$ cat src/rtl/serdes_pkg.sv
// serdes_pkg: shared constants and types for the 10-bit SerDes receive path.
//   DATA_W     symbol width in bits
//   K28_5_RDN  K28.5 comma, RD- polarity, as received (bit0 = first bit on the wire)
//   K28_5_RDP  K28.5 comma, RD+ polarity, as received
//   MIS_MAX    consecutive off-boundary commas before alignment is dropped
//   align_state_t  comma-alignment FSM states (used when SIPO_ALIGN_EN is defined)
package serdes_pkg;

  localparam int DATA_W = 10;
  localparam logic [DATA_W-1:0] K28_5_RDN = 10'h17C;
  localparam logic [DATA_W-1:0] K28_5_RDP = 10'h283;
  localparam int MIS_MAX = 3;

  typedef enum logic {
    HUNT = 1'b0,
    SYNC = 1'b1
  } align_state_t;

endpackage

$ cat src/rtl/serdes_comma_det.sv
// serdes_comma_det: combinational compare of a DATA_W window against both
// K28.5 comma polarities.
// Ports:
//   window   in   DATA_W  candidate symbol, bit0 = oldest bit
//   match    out  1       window equals COMMA_P or COMMA_N
//   match_p  out  1       window equals COMMA_P (RD- polarity)
module serdes_comma_det #(
  parameter int DATA_W = serdes_pkg::DATA_W,
  parameter logic [DATA_W-1:0] COMMA_P = serdes_pkg::K28_5_RDN,
  parameter logic [DATA_W-1:0] COMMA_N = serdes_pkg::K28_5_RDP
) (
  input  logic [DATA_W-1:0] window,
  output logic              match,
  output logic              match_p
);

  assign match_p = (window == COMMA_P);
  assign match   = match_p | (window == COMMA_N);

endmodule

$ cat src/rtl/sipo_deser.sv
// sipo_deser: receive-side serial-in/parallel-out deserializer for the 10-bit
// SerDes link. Rebuilds LSB-first symbols and hands them to the 8b/10b decoder.
//
// Optional feature macro: SIPO_ALIGN_EN
//   defined   -> HUNT/SYNC comma alignment on K28.5, framing loss after
//                MIS_MAX consecutive off-boundary commas.
//   undefined -> free-running framing from the first valid bit after reset,
//                aligned=1 from the first clk after reset release.
//
// Ports:
//   clk           in   1       receive bit clock
//   rst_n         in   1       asynchronous active-low reset
//   serial_in     in   1       serial data, LSB of each symbol first
//   bit_valid     in   1       serial_in is sampled only when high
//   parallel_out  out  DATA_W  deserialized symbol, bit0 = first bit received
//   data_valid    out  1       one-cycle pulse: parallel_out holds a new word
//   comma_det     out  1       qualifies data_valid: word is a K28.5 comma
//   aligned       out  1       symbol framing is locked
//
// Handshake: there is no backpressure. A word is offered for exactly one clk
// with data_valid=1; comma_det is only ever high in that same cycle.
// parallel_out holds the last emitted word until the next one.
module sipo_deser #(
  parameter int DATA_W = serdes_pkg::DATA_W,
  parameter logic [DATA_W-1:0] COMMA_P = serdes_pkg::K28_5_RDN,
  parameter logic [DATA_W-1:0] COMMA_N = serdes_pkg::K28_5_RDP
`ifdef SIPO_ALIGN_EN
  ,
  parameter int MIS_MAX = serdes_pkg::MIS_MAX
`endif
) (
  input  logic              clk,
  input  logic              rst_n,
  input  logic              serial_in,
  input  logic              bit_valid,
  output logic [DATA_W-1:0] parallel_out,
  output logic              data_valid,
  output logic              comma_det,
  output logic              aligned
);

  import serdes_pkg::*;

  localparam int CNT_W = $clog2(DATA_W);
  localparam logic [CNT_W-1:0] LAST_BIT = CNT_W'(DATA_W - 1);

  logic [DATA_W-1:0] sr_q, sr_d;
  logic [DATA_W-1:0] nxt;
  logic [CNT_W-1:0]  bit_cnt_q, bit_cnt_d;
  logic [DATA_W-1:0] parallel_out_q, parallel_out_d;
  logic              data_valid_q, data_valid_d;
  logic              comma_det_q, comma_det_d;
  logic              aligned_q, aligned_d;
  logic              win_match, win_match_p;
  logic              is_comma;
  logic              boundary;

  // Window as it will look once the current bit is shifted in; all decisions
  // for this bit are made on it so a word is emitted the cycle after its last bit.
  assign nxt      = {serial_in, sr_q[DATA_W-1:1]};
  assign boundary = (bit_cnt_q == LAST_BIT);

  serdes_comma_det #(
    .DATA_W  (DATA_W),
    .COMMA_P (COMMA_P),
    .COMMA_N (COMMA_N)
  ) u_comma_det (
    .window  (nxt),
    .match   (win_match),
    .match_p (win_match_p)
  );

  // Either polarity counts as a comma.
  assign is_comma = win_match | win_match_p;

`ifdef SIPO_ALIGN_EN
  localparam int MIS_W = $clog2(MIS_MAX + 1);
  localparam logic [MIS_W-1:0] MIS_LAST = MIS_W'(MIS_MAX - 1);

  align_state_t     state_q, state_d;
  logic [MIS_W-1:0] mis_cnt_q, mis_cnt_d;
`endif

  always_comb begin
    sr_d           = sr_q;
    bit_cnt_d      = bit_cnt_q;
    parallel_out_d = parallel_out_q;
    data_valid_d   = 1'b0;
    comma_det_d    = 1'b0;
    aligned_d      = aligned_q;

    if (bit_valid) begin
      sr_d = nxt;
    end

`ifdef SIPO_ALIGN_EN
    state_d   = state_q;
    mis_cnt_d = mis_cnt_q;

    case (state_q)
      HUNT: begin
        aligned_d = 1'b0;
        bit_cnt_d = '0;
        if (bit_valid && is_comma) begin
          parallel_out_d = nxt;
          data_valid_d   = 1'b1;
          comma_det_d    = 1'b1;
          mis_cnt_d      = '0;
          state_d        = SYNC;
          aligned_d      = 1'b1;
        end
      end

      SYNC: begin
        aligned_d = 1'b1;
        if (bit_valid) begin
          if (boundary) begin
            parallel_out_d = nxt;
            data_valid_d   = 1'b1;
            comma_det_d    = is_comma;
            bit_cnt_d      = '0;
            if (is_comma) begin
              mis_cnt_d = '0;
            end
          end else if (is_comma && (mis_cnt_q == MIS_LAST)) begin
            // Framing lost: the word in progress is dropped, and this comma is
            // not reused; HUNT starts on the next valid bit.
            state_d   = HUNT;
            aligned_d = 1'b0;
            bit_cnt_d = '0;
            mis_cnt_d = '0;
          end else begin
            bit_cnt_d = bit_cnt_q + 1'b1;
            if (is_comma) begin
              mis_cnt_d = mis_cnt_q + 1'b1;
            end
          end
        end
      end

      default: begin
        state_d   = HUNT;
        aligned_d = 1'b0;
        bit_cnt_d = '0;
        mis_cnt_d = '0;
      end
    endcase
`else
    aligned_d = 1'b1;
    if (bit_valid) begin
      if (boundary) begin
        parallel_out_d = nxt;
        data_valid_d   = 1'b1;
        comma_det_d    = is_comma;
        bit_cnt_d      = '0;
      end else begin
        bit_cnt_d = bit_cnt_q + 1'b1;
      end
    end
`endif
  end

  always_ff @(posedge clk or negedge rst_n) begin
    if (!rst_n) begin
      sr_q           <= '0;
      bit_cnt_q      <= '0;
      parallel_out_q <= '0;
      data_valid_q   <= 1'b0;
      comma_det_q    <= 1'b0;
      aligned_q      <= 1'b0;
    end else begin
      sr_q           <= sr_d;
      bit_cnt_q      <= bit_cnt_d;
      parallel_out_q <= parallel_out_d;
      data_valid_q   <= data_valid_d;
      comma_det_q    <= comma_det_d;
      aligned_q      <= aligned_d;
    end
  end

`ifdef SIPO_ALIGN_EN
  always_ff @(posedge clk or negedge rst_n) begin
    if (!rst_n) begin
      state_q   <= HUNT;
      mis_cnt_q <= '0;
    end else begin
      state_q   <= state_d;
      mis_cnt_q <= mis_cnt_d;
    end
  end
`endif

  assign parallel_out = parallel_out_q;
  assign data_valid   = data_valid_q;
  assign comma_det    = comma_det_q;
  assign aligned      = aligned_q;

endmodule
$ cat config.mk
export PLATFORM = sky130hd
export DESIGN_NAME = sipo_deser
export DESIGN_NICKNAME = d
export VERILOG_FILES = /design/src/rtl/serdes_pkg.sv /design/src/rtl/serdes_comma_det.sv /design/src/rtl/sipo_deser.sv
export SDC_FILE = /design/constraint.sdc
export NUM_CORES = 1
export LEC_CHECK = 0
export BUFFER_PORTS_ARGS = -buffer_cell sky130_fd_sc_hd__buf_2
export CORE_MARGIN = 2
export CORE_UTILIZATION = 40
export DETAILED_ROUTE_END_ITERATION = 6
export REMOVE_ABC_BUFFERS = 1
export SLEW_MARGIN = 20
export SYNTH_ARGS = -nofsm -noshare
export SYNTH_HDL_FRONTEND = slang
export SYNTH_SLANG_ARGS = --single-unit
$ cat constraint.sdc
create_clock -name clk -period 1.42 [get_ports clk]
set_input_delay 0.142 -clock clk [delete_from_list [all_inputs] [get_ports clk]]
set_output_delay 0.142 -clock clk [all_outputs]
set_load 0.05 [all_outputs]
==> metrics, run 1 <==
first-pass GRT wire length 2.994 mm; count of final max-slew check failures 0; peak supply drop about 1200 uV; Clock Power Share 0.172; vias in the first global route approximately 670; P&R area growth vs syn 19.91%; Critical Path Source Type register; share of layout cells above drive strength 1 0.5109; GRT overflow 0; syn avg cell area approximately 16 um2; number of routed nets with antenna violations 0; port buffer count 16; most frequent cells in the layout dfrtp_1 (26), buf_2 (16), mux2_2 (11), mux2_4 (8); status completed; Synth Register Bits 26; Post CTS Setup Buffer Count 0; WL/cell about 15 um; CTS tree done; DRC viols 0; Static Leak slightly above 0.6 nW; Clock Skew about 0.0071 ns; Num CTS Buffers 3; RSZ-0062 raised after global routing yes; # rows 18; min cycle time layout around 1.4 ns; clock sinks 26; synthesized cell area roughly 1100 um2; Initial DRT Pass Iterations 2; I/O Pins 17; post-DR vias/cell 5.041; Initial DRC Count 3; WP data required between 1.5 and 2 ns; Switching Power between 1 and 1.5 mW; RePlAce Congestion 0.6836; Final Util 0.5109; slew of the pin with the lowest slew margin 0.5619 ns; Initial Util 0.4261; CTS Buffer Depth 2; Crit path largest cell delay around 0.44 ns; HP Class in -> reg; All-Layer GR Usage 0.1252; Most used DFF post-synth dfrtp_1; die area approximately 3100 um2; Worst EP arrival between 1.5 and 2 ns; largest net degree at the start of global routing 27; Core ar. around 2500 um2; Setup Crit Path Kind reg -> reg; combinational share of power 0.413; # setup viols final 0; clk_lat worst skew about 0.32 ns; number of antenna diodes 0; Post-synth EDFFs 0; final number of hold-violating endpoints 0; Detailed Route WL 1.795 mm; Post-Syn Instances between 60 and 70; die height 55.84 um; Yosys warnings 0; Max Clk Rate approximately 710 MHz; initial antenna violation count 0; total negative slack 0 ns; Nets between 90 and 100; post-synthesis sequential area ratio 0.6054; Period Utilization, post-route 0.9887; Pwr Density 2300 nW/um2; crit end category register; Die W 55.84 um; cell family with most CP delay flip-flops; Worst-path clk slew approximately 0.15 ns; post-synth cell types 23; FF-to-FF setup slack 0.02 ns; Slew HR 0.6254; clock root buffer clkbuf_4; HPWL after DPL approximately 1.2 mm; Net Sw Frac 0.3961; Hold Slack a little over 0.09 ns; critical path, cell by cell nor2b_4, nor3b_4, buf_6, mux2_2; sequential share of power 0.415; Critical Path Slowest Stage Cell dfrtp_1; CP max FO 6; Async S/R FF share, synth 1.000; via count 615; max-cap violation count 0; commonest non-fill, non-tap cell in the layout dfrtp_1; Worst Path Buf+Inv 1; Internal around 1.8 mW; CTS H-tree depth 1
-- metal layers --
metal | vias up | wire [um] | global-route usage
met5 | - | 0 | 0
met4 | 0 | 17 | 0.06122
met3 | 2 | 71 | 0.02558
met2 | 12 | 831 | 0.1956
met1 | 307 | 874 | 0.1659
li1 | 294 | - | -
-- per-stage QoR --
step | total power, mW | std cells | cell area, um2 | setup WS (ns)
detailed placement | 2.447 | 117 | 1214 | 0.05911
floorplan | 2.123 | 66 | 1059 | -0.1564
global placement | 2.430 | 117 | 1214 | 0.09236
CTS | 2.963 | 122 | 1276 | 0.02107
global route | 3.118 | 122 | 1289 | -0.05257
finish | 2.964 | 122 | 1289 | 0.01606
-- cells in the mapped netlist (all sizes together), types with 2 or more instances --
cell,number,area [um2]
dfrtp,26,650.6
mux2,19,244.0
nor4bb,3,30.03
buf,2,16.26
nand2,2,10.01
nor2b,2,15.02
o21ai,2,10.01
-- area by class of cell --
class                   instances  area (um2)
fillers                       232        1234
flip-flops and latches         26       650.6
multi-input cells              40       412.9
repair buffers                 22       135.1
well taps                      30       37.54
clock inverters                 1       30.03
clock buffers                   3       22.52
-- final timing paths --
kind | depth (start not counted) | from | end
max | 4 | bit_cnt_q[2] | parallel_out[3]
min | 2 | serial_in | parallel_out[9]
max reg2reg | 4 | bit_cnt_q[2] | parallel_out[3]
min reg2reg | 1 | parallel_out[9] | parallel_out[9]
max in group asynchronous | 2 | rst_n | sr_q[4]
min in group asynchronous | 2 | rst_n | parallel_out[7]
-- state kept, by name, indices dropped and copies added, names as in the netlist --
register      cells
data_valid        1
comma_det         1
sr_q              9
bit_cnt_q         4
aligned           1
parallel_out     10
-- power by group through the flow --
| stage | sequential, mW | clock [mW] | combinational (mW) |
|---|---|---|---|
| after detailed placement | 1.23 | 0 | 1.21 |
| after floorplan | 1.69 | 0 | 0.435 |
| after global routing | 1.28 | 0.550 | 1.29 |
| final | 1.23 | 0.510 | 1.22 |
| after CTS | 1.22 | 0.523 | 1.22 |
| after global placement | 1.23 | 0 | 1.20 |
-- cell families (layout without fill, tap and decap cells) --
kind of cell | Yosys count | in the layout | share of synthesized area
AOI/OAI and AO/OA | 4 | 4 | 0.02329
and+or+nand+nor | 14 | 14 | 0.1094
DFF | 26 | 26 | 0.6054
other | 1 | 1 | 0.003489
muxes | 19 | 19 | 0.2270
buffers and inverters | 2 | 26 | 0.01513
xor gates and xnor gates | 2 | 2 | 0.01630
-- what timing repair did --
| action | in CTS | in global routing |
|---|---|---|
| setup endpoints to repair | 0 | 10 |
| resized for setup | 0 | 3 |
| hold endpoints to repair | 26 | 0 |
| hold buffers | 1 | 0 |
(Power assumes the default switching activity.)
==> inputs of run 2 (changes only) <==
--- a/config.mk
+++ b/config.mk
@@ -9,6 +9,7 @@
 export CORE_MARGIN = 2
 export CORE_UTILIZATION = 40
 export DETAILED_ROUTE_END_ITERATION = 6
+export MAX_ROUTING_LAYER = met4
 export REMOVE_ABC_BUFFERS = 1
 export SLEW_MARGIN = 20
 export SYNTH_ARGS = -nofsm -noshare
==> constraint.sdc (replaced) <==
create_clock -name clk -period 1.2 [get_ports clk]
set_input_delay 0.12 -clock clk [delete_from_list [all_inputs] [get_ports clk]]
set_output_delay 0.12 -clock clk [all_outputs]
set_load 0.05 [all_outputs]
==> run 2 against run 1 <==
  * Wire length is 2.3% higher
  * Clock power is 14% lower
  * Final cell count is 6.6% higher
  * Highest routed layer unchanged
  * Critical path type unchanged
  * Largest cell class unchanged
  * Die area stayed put
  * The run now ends with negative setup slack left
==> metrics, run 2 (synthesis gave the netlist of run 1 again) <==
status finished with violations (was completed); failing checks negative setup slack; CTS tree done (unchanged); count of final max-slew check failures 0 (unchanged); clock sinks 26 (unchanged); Slew HR 0.6189 (was 0.6254); Crit path largest cell delay 0.44 ns (about the same); combinational share of power 0.469 (was 0.413); Static Leak 0.6513 nW (was 0.6121 nW); Setup Crit Path Kind reg -> reg (unchanged); largest net degree at the start of global routing 27 (unchanged); Critical Path Slowest Stage Cell dfrtp_1 (unchanged); GRT overflow 0 (unchanged); Final Util 0.5347 (was 0.5109); setup ws final -0.1573 ns (was 0.01606 ns); RePlAce Congestion 0.6929 (was 0.6836); fin cells 130 (was 122); WL/cell 14.12 um (was 14.71 um); Nets 105 (was 97); clock root buffer clkbuf_4 (unchanged); CTS Buffer Depth 2 (unchanged); Levels on crit path 4 (unchanged); R2R cell count 4 (unchanged); die height 55.84 um (unchanged); Clock Power Share 0.126 (was 0.172); final number of hold-violating endpoints 0 (unchanged); # setup viols final 10 (was 0); Net Sw Frac 0.4012 (was 0.3961); first-pass GRT wire length 3.229 mm (was 2.994 mm); HP Class in -> reg (unchanged); Place WS -0.1560 ns (was 0.05911 ns); P&R area growth vs syn 25.49% (was 19.91%); critical path, cell by cell nor2b_4, nor3b_4, buf_6, mux2_4 (was nor2b_4, nor3b_4, buf_6, mux2_2); Critical Path Source Type register (unchanged); commonest non-fill, non-tap cell in the layout dfrtp_1 (unchanged); Worst-path clk slew 0.14 ns (was 0.15 ns); Clock Skew 0.007541 ns (was 0.007068 ns); RSZ-0062 raised after global routing yes (unchanged); Worst Path Buf+Inv 1 (unchanged); Num CTS Buffers 3 (unchanged); Internal 2.098 mW (was 1.790 mW); clk_lat worst skew 0.32 ns (about the same); Die W 55.84 um (unchanged); All-Layer GR Usage 0.1399 (was 0.1252); number of routed nets with antenna violations 0 (unchanged); Initial Util 0.4261 (unchanged); max-cap violation count 0 (unchanged); DRC viols 0 (unchanged); Switching Power 1.406 mW (was 1.174 mW); peak supply drop 1523 uV (was 1229 uV); slew of the pin with the lowest slew margin 0.5717 ns (was 0.5619 ns); share of layout cells above drive strength 1 0.5700 (was 0.5109); Final Instance Area 1349 um2 (was 1289 um2); # rows 18 (unchanged); cell family with most CP delay flip-flops (unchanged); most frequent cells in the layout dfrtp_1 (26), buf_2 (16), buf_4 (11), mux2_4 (10), mux2_2 (9) (was dfrtp_1 (26), buf_2 (16), mux2_2 (11), mux2_4 (8)); crit end category register (unchanged); number of antenna diodes 0 (unchanged); dpl cells 123 (was 117); CP max FO 6 (unchanged); die area 3118 um2 (unchanged); I/O Pins 17 (unchanged); Core ar. 2522 um2 (unchanged); Initial DRT Pass Iterations 2 (unchanged); min cycle time layout 1.357 ns (was 1.404 ns); post-DR vias/cell 4.823 (was 5.041); via count 627 (was 615); Pwr Density 2598 nW/um2 (was 2300 nW/um2); HPWL after DPL 1.212 mm (was 1.205 mm); max reg flops 10 (unchanged); Initial DRC Count 10 (was 3); hold path depth 2 (unchanged); WP data required 1.41 ns (was 1.64 ns); Detailed Route WL 1.836 mm (was 1.795 mm); vias in the first global route 691 (was 667); Power Total 3.504 mW (was 2.964 mW); Worst EP arrival 1.57 ns (was 1.63 ns); Area after DPL 1259 um2 (was 1214 um2); Period Utilization, post-route 1.131 (was 0.9887); sequential share of power 0.405 (was 0.415); Max Clk Rate 736.7 MHz (was 712.3 MHz); port buffer count 16 (unchanged); CTS H-tree depth 1 (unchanged); initial antenna violation count 0 (unchanged)
==> run 2: path summary, 6_finish.rpt <==
check,to,slack [ns],startpoint
max in group asynchronous,parallel_out[5],0.51,rst_n
min,sr_q[9],0.08,serial_in
min reg2reg,parallel_out[6],0.52,parallel_out[6]
max,parallel_out[5],-0.16,bit_cnt_q[2]
max reg2reg,parallel_out[5],-0.16,bit_cnt_q[2]
min in group asynchronous,bit_cnt_q[3],0.31,rst_n
==> run 2: through the flow <==
step | TNS, ns | hold WS, ns
6_report | -1.470 | 0.07553
3_3_place_gp | -1.185 | 0.1489
3_5_place_dp | -1.427 | 0.1534
5_1_grt | -2.110 | 0.06715
2_1_floorplan | -3.549 | -0.1756
4_1_cts | -1.438 | 0.06811
==> run 2: final cells by class <==
| cell class | instances | area, um2 |
|---|---|---|
| repair buffers | 30 | 195.2 |
| multi-input cells | 40 | 429.2 |
| well taps | 30 | 37.54 |
| clock buffers | 4 | 36.28 |
| fillers | 225 | 1174 |
| flip-flops and latches | 26 | 650.6 |
==> run 2: power groups by stage <==
stage          sequential [mW]  clock [mW]  combinational (mW)
3_3_place_gp              1.42           0                1.54
2_1_floorplan             2.00           0               0.515
5_1_grt                   1.47       0.489                1.75
4_1_cts                   1.41       0.458                1.62
6_report                  1.42       0.440                1.64
3_5_place_dp              1.42           0                1.55
==> run 2: timing repair <==
action / CTS / global route
hold buffers: 1 / 0
hold endpoints to repair: 26 / 0
setup endpoints to repair: 11 / 11
setup buffers: 1 / 1
pin swaps: 0 / 0
gates resized for setup: 4 / 3
==> run 2: metal layers <==
metal,global-route usage,vias up,share of wire
li1,-,308,-
met1,0.1841,307,0.49
met2,0.2024,10,0.46
met3,0.02558,2,0.035
met4,0.08163,0,0.013
met5,-,-,0
